File: src/rtl/ram_arb_pkg.sv
// Shared types and helpers for the round-robin RAM port arbiter.
package ram_arb_pkg;

  typedef enum logic {
    INIT = 1'b0,
    ARB  = 1'b1
  } state_e;

  localparam int unsigned N_DEF  = 4;
  localparam int unsigned AW_DEF = 6;
  localparam int unsigned DW_DEF = 16;

  // Index width for N requesters, never below one bit.
  function automatic int unsigned clog2(input int unsigned v);
    int unsigned r;
    r = 1;
    while ((32'd1 << r) < v) r++;
    return r;
  endfunction

endpackage

File: src/rtl/rr_arbiter.sv
// Combinational round-robin arbiter: searches upward from ptr+1 with wrap,
// returns a one-hot grant and the encoded winner index.
module rr_arbiter
  import ram_arb_pkg::*;
#(
  parameter int unsigned N  = N_DEF,
  parameter int unsigned IW = clog2(N)
) (
  input  logic [N-1:0]  req_i,
  input  logic [IW-1:0] ptr_i,
  output logic [N-1:0]  gnt_c_o,
  output logic [IW-1:0] idx_c_o
);

  int unsigned j;
  logic        found;

  always_comb begin
    gnt_c_o = '0;
    idx_c_o = '0;
    found   = 1'b0;
    j       = 0;
    for (int unsigned k = 1; k <= N; k++) begin
      j = (32'(ptr_i) + k) % N;
      if (req_i[j] && !found) begin
        found      = 1'b1;
        gnt_c_o[j] = 1'b1;
        idx_c_o    = IW'(j);
      end
    end
  end

endmodule

File: src/rtl/ram_port_arbiter.sv
// Round-robin sharing of one block-RAM port among N requesters.
// Define RAM_ARB_INIT_EN to add a post-reset clear sweep of the whole RAM.
module ram_port_arbiter
  import ram_arb_pkg::*;
#(
  parameter int unsigned N  = N_DEF,
  parameter int unsigned AW = AW_DEF,
  parameter int unsigned DW = DW_DEF
`ifdef RAM_ARB_INIT_EN
  ,
  parameter logic [DW-1:0] INIT_VALUE = '0
`endif
) (
  input  logic                   clk,
  input  logic                   rst,
  input  logic [N-1:0]           req,
  input  logic [N-1:0]           we,
  input  logic [N*AW-1:0]        addr,
  input  logic [N*DW-1:0]        wdata,
  output logic [N-1:0]           gnt,
  output logic                   busy,
  output logic [DW-1:0]          rdata,
  output logic                   rvalid,
  output logic [clog2(N)-1:0]    rid,
  output logic                   ram_en,
  output logic                   ram_we,
  output logic [AW-1:0]          ram_addr,
  output logic [DW-1:0]          ram_di,
  input  logic [DW-1:0]          ram_do
);

  localparam int unsigned IW = clog2(N);

  logic [IW-1:0] ptr_q;
  logic [IW-1:0] arb_idx;
  logic [N-1:0]  arb_gnt;
  logic          arb_en;
  logic          rvalid_q, rvalid_d;
  logic [IW-1:0] rid_q;

`ifdef RAM_ARB_INIT_EN
  state_e        state_q, state_d;
  logic [AW-1:0] cnt_q, cnt_d;

  always_ff @(posedge clk) begin
    if (rst) begin
      state_q <= INIT;
      cnt_q   <= '0;
    end else begin
      state_q <= state_d;
      cnt_q   <= cnt_d;
    end
  end

  // Sweep every address once, then hand the port to the arbiter.
  always_comb begin
    state_d = state_q;
    cnt_d   = cnt_q;
    if (state_q == INIT) begin
      cnt_d = cnt_q + AW'(1);
      if (cnt_q == '1) state_d = ARB;
    end
  end

  assign arb_en = (state_q == ARB) && !rst;
  assign busy   = (state_q == INIT);
`else
  assign arb_en = !rst;
  assign busy   = 1'b0;
`endif

  rr_arbiter #(.N(N), .IW(IW)) u_rr (
    .req_i   (req),
    .ptr_i   (ptr_q),
    .gnt_c_o (arb_gnt),
    .idx_c_o (arb_idx)
  );

  assign gnt = arb_en ? arb_gnt : '0;

  // RAM port mux: idle drives zeros, the sweep overrides the arbiter.
  always_comb begin
    ram_en   = |gnt;
    ram_we   = 1'b0;
    ram_addr = '0;
    ram_di   = '0;
    for (int i = 0; i < int'(N); i++) begin
      if (gnt[i]) begin
        ram_we   = we[i];
        ram_addr = addr[i*AW +: AW];
        ram_di   = wdata[i*DW +: DW];
      end
    end
`ifdef RAM_ARB_INIT_EN
    if (state_q == INIT) begin
      ram_en   = 1'b1;
      ram_we   = 1'b1;
      ram_addr = cnt_q;
      ram_di   = INIT_VALUE;
    end
`endif
    rvalid_d = (|gnt) && !(|(gnt & we));
  end

  always_ff @(posedge clk) begin
    if (rst) begin
      ptr_q    <= IW'(N - 1);
      rvalid_q <= 1'b0;
      rid_q    <= '0;
    end else begin
      if (|gnt) ptr_q <= arb_idx;
      rvalid_q <= rvalid_d;
      if (rvalid_d) rid_q <= arb_idx;
    end
  end

  // A reset in the return cycle kills the pending read response.
  assign rvalid = rvalid_q && !rst;
  assign rid    = rid_q;
  assign rdata  = rvalid ? ram_do : '0;

endmodule

File: config.mk
export PLATFORM = sky130hd
export DESIGN_NAME = ram_port_arbiter
export DESIGN_NICKNAME = d
export VERILOG_FILES = /design/src/rtl/ram_arb_pkg.sv /design/src/rtl/rr_arbiter.sv /design/src/rtl/ram_port_arbiter.sv
export SDC_FILE = /design/constraint.sdc
export NUM_CORES = 1
export LEC_CHECK = 0
export CAP_MARGIN = 10
export CORE_MARGIN = 2
export CORE_UTILIZATION = 35
export CTS_BUF_LIST = sky130_fd_sc_hd__clkbuf_2
export CTS_CLUSTER_DIAMETER = 120
export DETAILED_ROUTE_END_ITERATION = 6
export GPL_TIMING_DRIVEN = 0
export HOLD_SLACK_MARGIN = 0.05
export MAX_ROUTING_LAYER = met4
export PLACE_DENSITY = 0.9
export SLEW_MARGIN = 40
export SYNTH_ARGS = -nofsm -noshare
export SYNTH_HDL_FRONTEND = slang
export SYNTH_SLANG_ARGS = --single-unit
File: constraint.sdc
create_clock -name clk -period 7.9 [get_ports clk]
set_input_delay 1.58 -clock clk [delete_from_list [all_inputs] [get_ports clk]]
set_output_delay 1.58 -clock clk [all_outputs]
set_load 0.02 [all_outputs]
Word level (Yosys, flattened, before mapping):

Cells that the tools add are included.

* register bits after elaboration: 5
* input port bits: 114
* output and inout port bits: 48
* logic and storage cells: 76

* $add $sub $neg: 4
* magnitude comparators: 8
* mux-type cells: 41
* bitwise operators: 4
* reductions and logical operators: 16

Operators by type and width (number)
* 16-bit two-way mux: 5
* 6-bit two-way mux: 4
* 4-bit two-way mux: 5
* 1-bit two-way mux: 15
* 2-bit by 3-bit < comparator with 1-bit output (second input constant): 4
* 4-bit bitwise OR: 3
* 1-bit logical AND: 9
* 1-bit binary-select mux with 2-bit select: 4
* 1-bit demux with 2-bit select: 4
* 2-bit by 1-bit >= comparator with 1-bit output (second input constant): 4
* 2-bit two-way mux: 4
* 4-bit OR reduction: 2
* 1-bit zero test: 5
* 2-bit by 1-bit adder with 2-bit output (second input constant): 2
* 2-bit adder (second input constant): 2
* 4-bit bitwise AND: 1

Logic depth before layout (Yosys ltp):

* word-level depth: 18
* mapped depth: 13
* gate-level depth less buffers: 9

Modules after synthesis:

A second synthesis with hierarchy kept.

* cells, all modules: 223
* area, all modules: 1552.7 um^2

By module, submodules not included
* ram_port_arbiter: times used 1, cells an instance 155, area each 984.7 um^2, seq. area each 100.1 um^2
* rr_arbiter: times used 1, cells an instance 68, area each 568.0 um^2, seq. area each 0.0 um^2

Least setup slack after synthesis:

Ideal clock, no wire load.

* kind: input -> output
* from: in req[2]
* to: out ram_addr[0]
* arrival: 3.675 ns
* data required time: 6.320 ns
* setup slack: 2.645 ns
* cell stages on the path: 9
* path buffers: 2
* path through: clkbuf_1 > or2_1 > nor4_1 > nor3_1 > nand2b_1 > a21oi_1 > nand2_1 > buf_2 > o221a_1

* elaborated cells on any way between the ends: 29
* those cells by class: mux (20); bitwise (3); reduce/logical (6)

RTL lines
* start: declaration: RTL line ram_port_arbiter.sv:16 `input logic [N-1:0] req,`
* 1-bit binary-select mux with 2-bit select: RTL line rr_arbiter.sv:25 `if (req_i[j] && !found) begin`
* 1-bit two-way mux (not written as such): RTL line rr_arbiter.sv:25
* 1-bit two-way mux: RTL line rr_arbiter.sv:25
* 1-bit zero test: RTL line rr_arbiter.sv:25
* 1-bit logical AND: RTL line rr_arbiter.sv:25
* 1-bit two-way mux: RTL line rr_arbiter.sv:25
* 1-bit zero test: RTL line rr_arbiter.sv:25
* 1-bit logical AND: RTL line rr_arbiter.sv:25
* 1-bit two-way mux: RTL line rr_arbiter.sv:25
* 1-bit zero test: RTL line rr_arbiter.sv:25
* 1-bit logical AND: RTL line rr_arbiter.sv:25
* 4-bit two-way mux (*): RTL line rr_arbiter.sv:25
* 4-bit two-way mux (*): RTL line ram_port_arbiter.sv:79 `assign gnt = arb_en ? arb_gnt : '0;`
* named net gnt[2]: RTL line ram_port_arbiter.sv:20 `output logic [N-1:0] gnt,`
* 6-bit two-way mux (*) (2 in a row): RTL line ram_port_arbiter.sv:88 `if (gnt[i]) begin`
* end: declaration: RTL line ram_port_arbiter.sv:27 `output logic [AW-1:0] ram_addr,`

The timed path passes the listed nets; every way through them passes the cells marked *. The select of a mux whose other input is x is not followed.

Final worst setup path:

* from: in req[3]
* to: out ram_di[5]

* longest elaborated chain between the ends: 17
* elaborated cells on any way between the ends: 29
* those cells by class: mux (20); bitwise (3); reduce/logical (6)

Ends and longest elaborated chain
* 1-bit binary-select mux with 2-bit select: RTL line rr_arbiter.sv:25
* 1-bit two-way mux (not written as such): RTL line rr_arbiter.sv:25
* 1-bit two-way mux: RTL line rr_arbiter.sv:25
* 1-bit zero test: RTL line rr_arbiter.sv:25
* 1-bit logical AND: RTL line rr_arbiter.sv:25
* 1-bit two-way mux: RTL line rr_arbiter.sv:25
* 1-bit zero test: RTL line rr_arbiter.sv:25
* 1-bit logical AND: RTL line rr_arbiter.sv:25
* 1-bit two-way mux: RTL line rr_arbiter.sv:25
* 1-bit zero test: RTL line rr_arbiter.sv:25
* 1-bit logical AND: RTL line rr_arbiter.sv:25
* 4-bit two-way mux (*): RTL line rr_arbiter.sv:25
* 4-bit two-way mux (*): RTL line ram_port_arbiter.sv:79
* 16-bit two-way mux (3 in a row): RTL line ram_port_arbiter.sv:88
* 16-bit two-way mux (*): RTL line ram_port_arbiter.sv:88
* end: declaration: RTL line ram_port_arbiter.sv:28 `output logic [DW-1:0] ram_di,`

Every way passes the cells marked *; elsewhere a longest branch is shown, timed or not. The select of a mux whose other input is x is not followed.

==> results by group <==
Run status
  • Status: complete, no violations

Timing
  • RSZ-0062 raised after global routing: false
  • Setup violators final: 0
  • Fin. max-slew vios: 0
  • Final worst setup slack: roughly 1.4 ns
  • Final period util: between 80 and 90%
  • Setup TNS Final: 0 ns
  • Worst-Margin Slew: ~0.54 ns
  • Fin crit period: ~6.5 ns
  • Rel. slew slack: 63.7%
  • FMAX: between 150 and 200 MHz
  • Final Hold Fails: 0
  • Clock Skew: about 0.008 ns

Clocking
  • CTS Sinks: 5
  • Clk buf depth: 2
  • Resize count post-CTS: 0
  • Post-CTS setup buffer count: 0
  • Post-CTS Hold Buffers: 0
  • Clock-pin slew on the worst setup and hold paths: 0.06 ns
  • Worst-Skew Late Latency: 0.22 ns
  • Num CTS Buffers: 3
  • CTS tree: yes
  • H-tree levels: 1
  • CTS root buffer: clkbuf_2

Synthesis
  • Synth top cells by count: nand2_1, nand3_1, o221a_1
  • Synthesized area per cell: approximately 7 um^2
  • Yosys top cell area share: about an eighth
  • Area leader, netlist: nand2_1
  • Most frequent cell after synthesis: nand2_1
  • Post-Synthesis Cells: ~250
  • Post-synthesis sequential area ratio: 5.68%
  • Seq cells post-synth: 5
  • Ranking of synthesized cells by area: nand2_1, o221a_1, nand3_1, and2_1, dfxtp_1
  • Synth warn: 0
  • Unique masters post-synth: 55
  • Synth Flop Type: dfxtp_1
  • Syn Std Cell Area: roughly 1800 um^2
  • Syn_nets: around 370
  • Fraction of registers with async set or reset after synthesis: 0%
  • EDFF count, synth: 0

Global routing
  • Residual overflow from global routing: 0
  • Vias in the first global route: 2588
  • GRT Resource Usage Total: 30.1%
  • Initial antenna violation count: 0
  • First-pass GRT wire length: approximately 13000 um
  • Largest net degree at the start of global routing: 11

Drt
  • DRT Pass-1 Iters: 4
  • DR DRC count: 0
  • Via density: ~5.5
  • DR iter-0 viols: approximately 120
  • Via count of the routed design: approximately 2.6k
  • Total wire length: between 8000 and 9000 um
  • Routed Antenna Nets: 0
  • Routed WL per cell: ~17 um

Critical path
  • Critical Path RT: roughly 6.3 ns
  • Crit Path Category: in -> out
  • Critical Path End Type: primary output
  • Worst EP arrival: slightly below 5 ns
  • Startpoint Class: input pin
  • FF-to-FF path depth: 12
  • Crit path max fanout: 10

Power and ir drop
  • Pint: a little over 0.0006 W
  • Switching Share: between 50% and 60%
  • Switching Power: about 0.00062 W
  • P per Cell Area: about 360 nW/um^2
  • VDD IR max: ~0.19 mV
  • P_leak: ~1.4 nW
  • Logic pwr share: 94.1%
  • Clk pwr share: about 2%
  • Sequential power share: 3.9%

Placed design
  • Pre-CTS setup slack: between 1 and 1.5 ns
  • Routability cong.: 0.942
  • Final HPWL DP: approximately 7000 um
  • Placed cell areas: ~3400 um^2
  • I/O Buffers: 159
  • Inst Count DP: approximately 480

Finish
  • Post-Layout Cell Count: between 400 and 500
  • N_diodes: 0
  • # fillers: between 300 and 400
  • Layout Nets: between 500 and 600
  • Layout cell share with drive strength beyond 1: 8.19%
  • Area grow syn2layout: 96.2%
  • Final Cell Area: ~3500 um^2

Floorplan
  • Die W: 74.9 um
  • Core area: 4790 um^2
  • Number of cell rows: 25
  • Starting Density: between 30% and 40%
  • I/O pin count: ~160
  • Die area: around 5600 um^2
  • Die height: roughly 75 um

Flow run
  • Max-Cap Viols: 0

Min path
  • Hold-critical path depth: 2
  • Class of the worst hold path: reg -> reg
[sequential cells by signal, summed over array words and instances, names as in the netlist]
name      cells
ptr_q         2
rid           2
rvalid_q      1
[logic make-up (layout without fill, tap and decap cells)]
family | Yosys count | in the layout | share of synthesized area, %
AND/OR/NAND/NOR | 133 | 133 | 37.3
adder cells (fa/ha/maj) | 8 | 8 | 5.68
buffers and inverters | 34 | 197 | 9.80
AO/OA/AOI/OAI | 63 | 63 | 34.4
flip-flops | 5 | 5 | 5.68
other | 1 | 1 | 0.213
multiplexers | 8 | 8 | 6.89
[worst max-delay path: stages]
cell,delay (ns)
clkdlybuf4s50_1,0.46
clkbuf_1,0.23
or2_1,0.31
or4_1,0.43
a31oi_1,0.44
o2bb2ai_2,0.22
buf_2,0.29
nand2_1,0.09
nand3_1,0.10
o221a_1,0.18
clkdlybuf4s50_1,0.60
[cell type report]
type	count	area (um^2)	share of cell area (%)
timing repair buffer	159	1590	46.0
multi-input combinational	213	1490	43.1
buffer	22	128	3.69
sequential	5	100	2.90
tap	67	83.8	2.42
inverter	12	45.0	1.30
clock buffer	4	20.0	0.579
[layout by cell type, fill, tap and decap left out, types with 2 or more instances in the layout]
| cell type | instances |
|---|---|
| nor2_1 | 7 |
| nand3_1 | 25 |
| clkbuf_2 | 4 |
| nand2_1 | 57 |
| and2_1 | 17 |
| mux2i_1 | 2 |
| a211oi_1 | 2 |
| a21o_1 | 4 |
| inv_1 | 12 |
| mux4_2 | 3 |
| nor4_1 | 2 |
| clkbuf_1 | 9 |
| o221a_1 | 19 |
| or4_1 | 2 |
| o211ai_1 | 2 |
| buf_2 | 9 |
| nor3b_1 | 5 |
| and3_1 | 2 |
| clkdlybuf4s50_1 | 159 |
| o221a_2 | 3 |
| o22ai_1 | 4 |
| or2_1 | 2 |
| buf_8 | 2 |
| a221oi_1 | 2 |
| o21ai_1 | 3 |
| o21a_1 | 2 |
| nor2b_1 | 4 |
| nand2b_1 | 3 |
| nor3_1 | 2 |
| dfxtp_1 | 5 |
| ha_1 | 8 |
| mux2_2 | 3 |
| a21oi_1 | 6 |
[routing by layer]
metal / GRT usage [%] / share of wire [%]
met5: - / 0
met4: 9.33 / 2.8
met3: 7.23 / 7.8
met2: 55.7 / 52
met1: 31.1 / 38
[metrics by stage]
stage / util [%] / total power (W) / hold slack (ns)
final: 72.2 / 0.00123 / 0.450
after global routing: 72.2 / 0.00132 / 0.476
after detailed placement: 71.8 / 0.00120 / 0.444
after floorplan: - / 0.000768 / 0.527
after CTS: 72.2 / 0.00123 / 0.452
after global placement: 71.8 / 0.00118 / 0.439
[power groups by stage]
stage           clock, W  sequential (W)  combinational, W
6_report       0.0000248       0.0000477           0.00116
2_1_floorplan          0       0.0000484          0.000720
3_5_place_dp           0       0.0000478           0.00116
5_1_grt        0.0000284       0.0000488           0.00124
4_1_cts        0.0000255       0.0000474           0.00116
3_3_place_gp           0       0.0000473           0.00113
[worst paths after layout]
| check | endpoint | from | slack, ns |
|---|---|---|---|
| setup / recovery | ram_di[5] | req[3] | 1.39 |
| setup reg to reg | rid[0] | ptr_q[0] | 4.06 |
| hold / removal | rid[1] | rid[1] | 0.45 |
| hold reg to reg | rid[1] | rid[1] | 0.45 |
(Power assumes the default switching activity.)
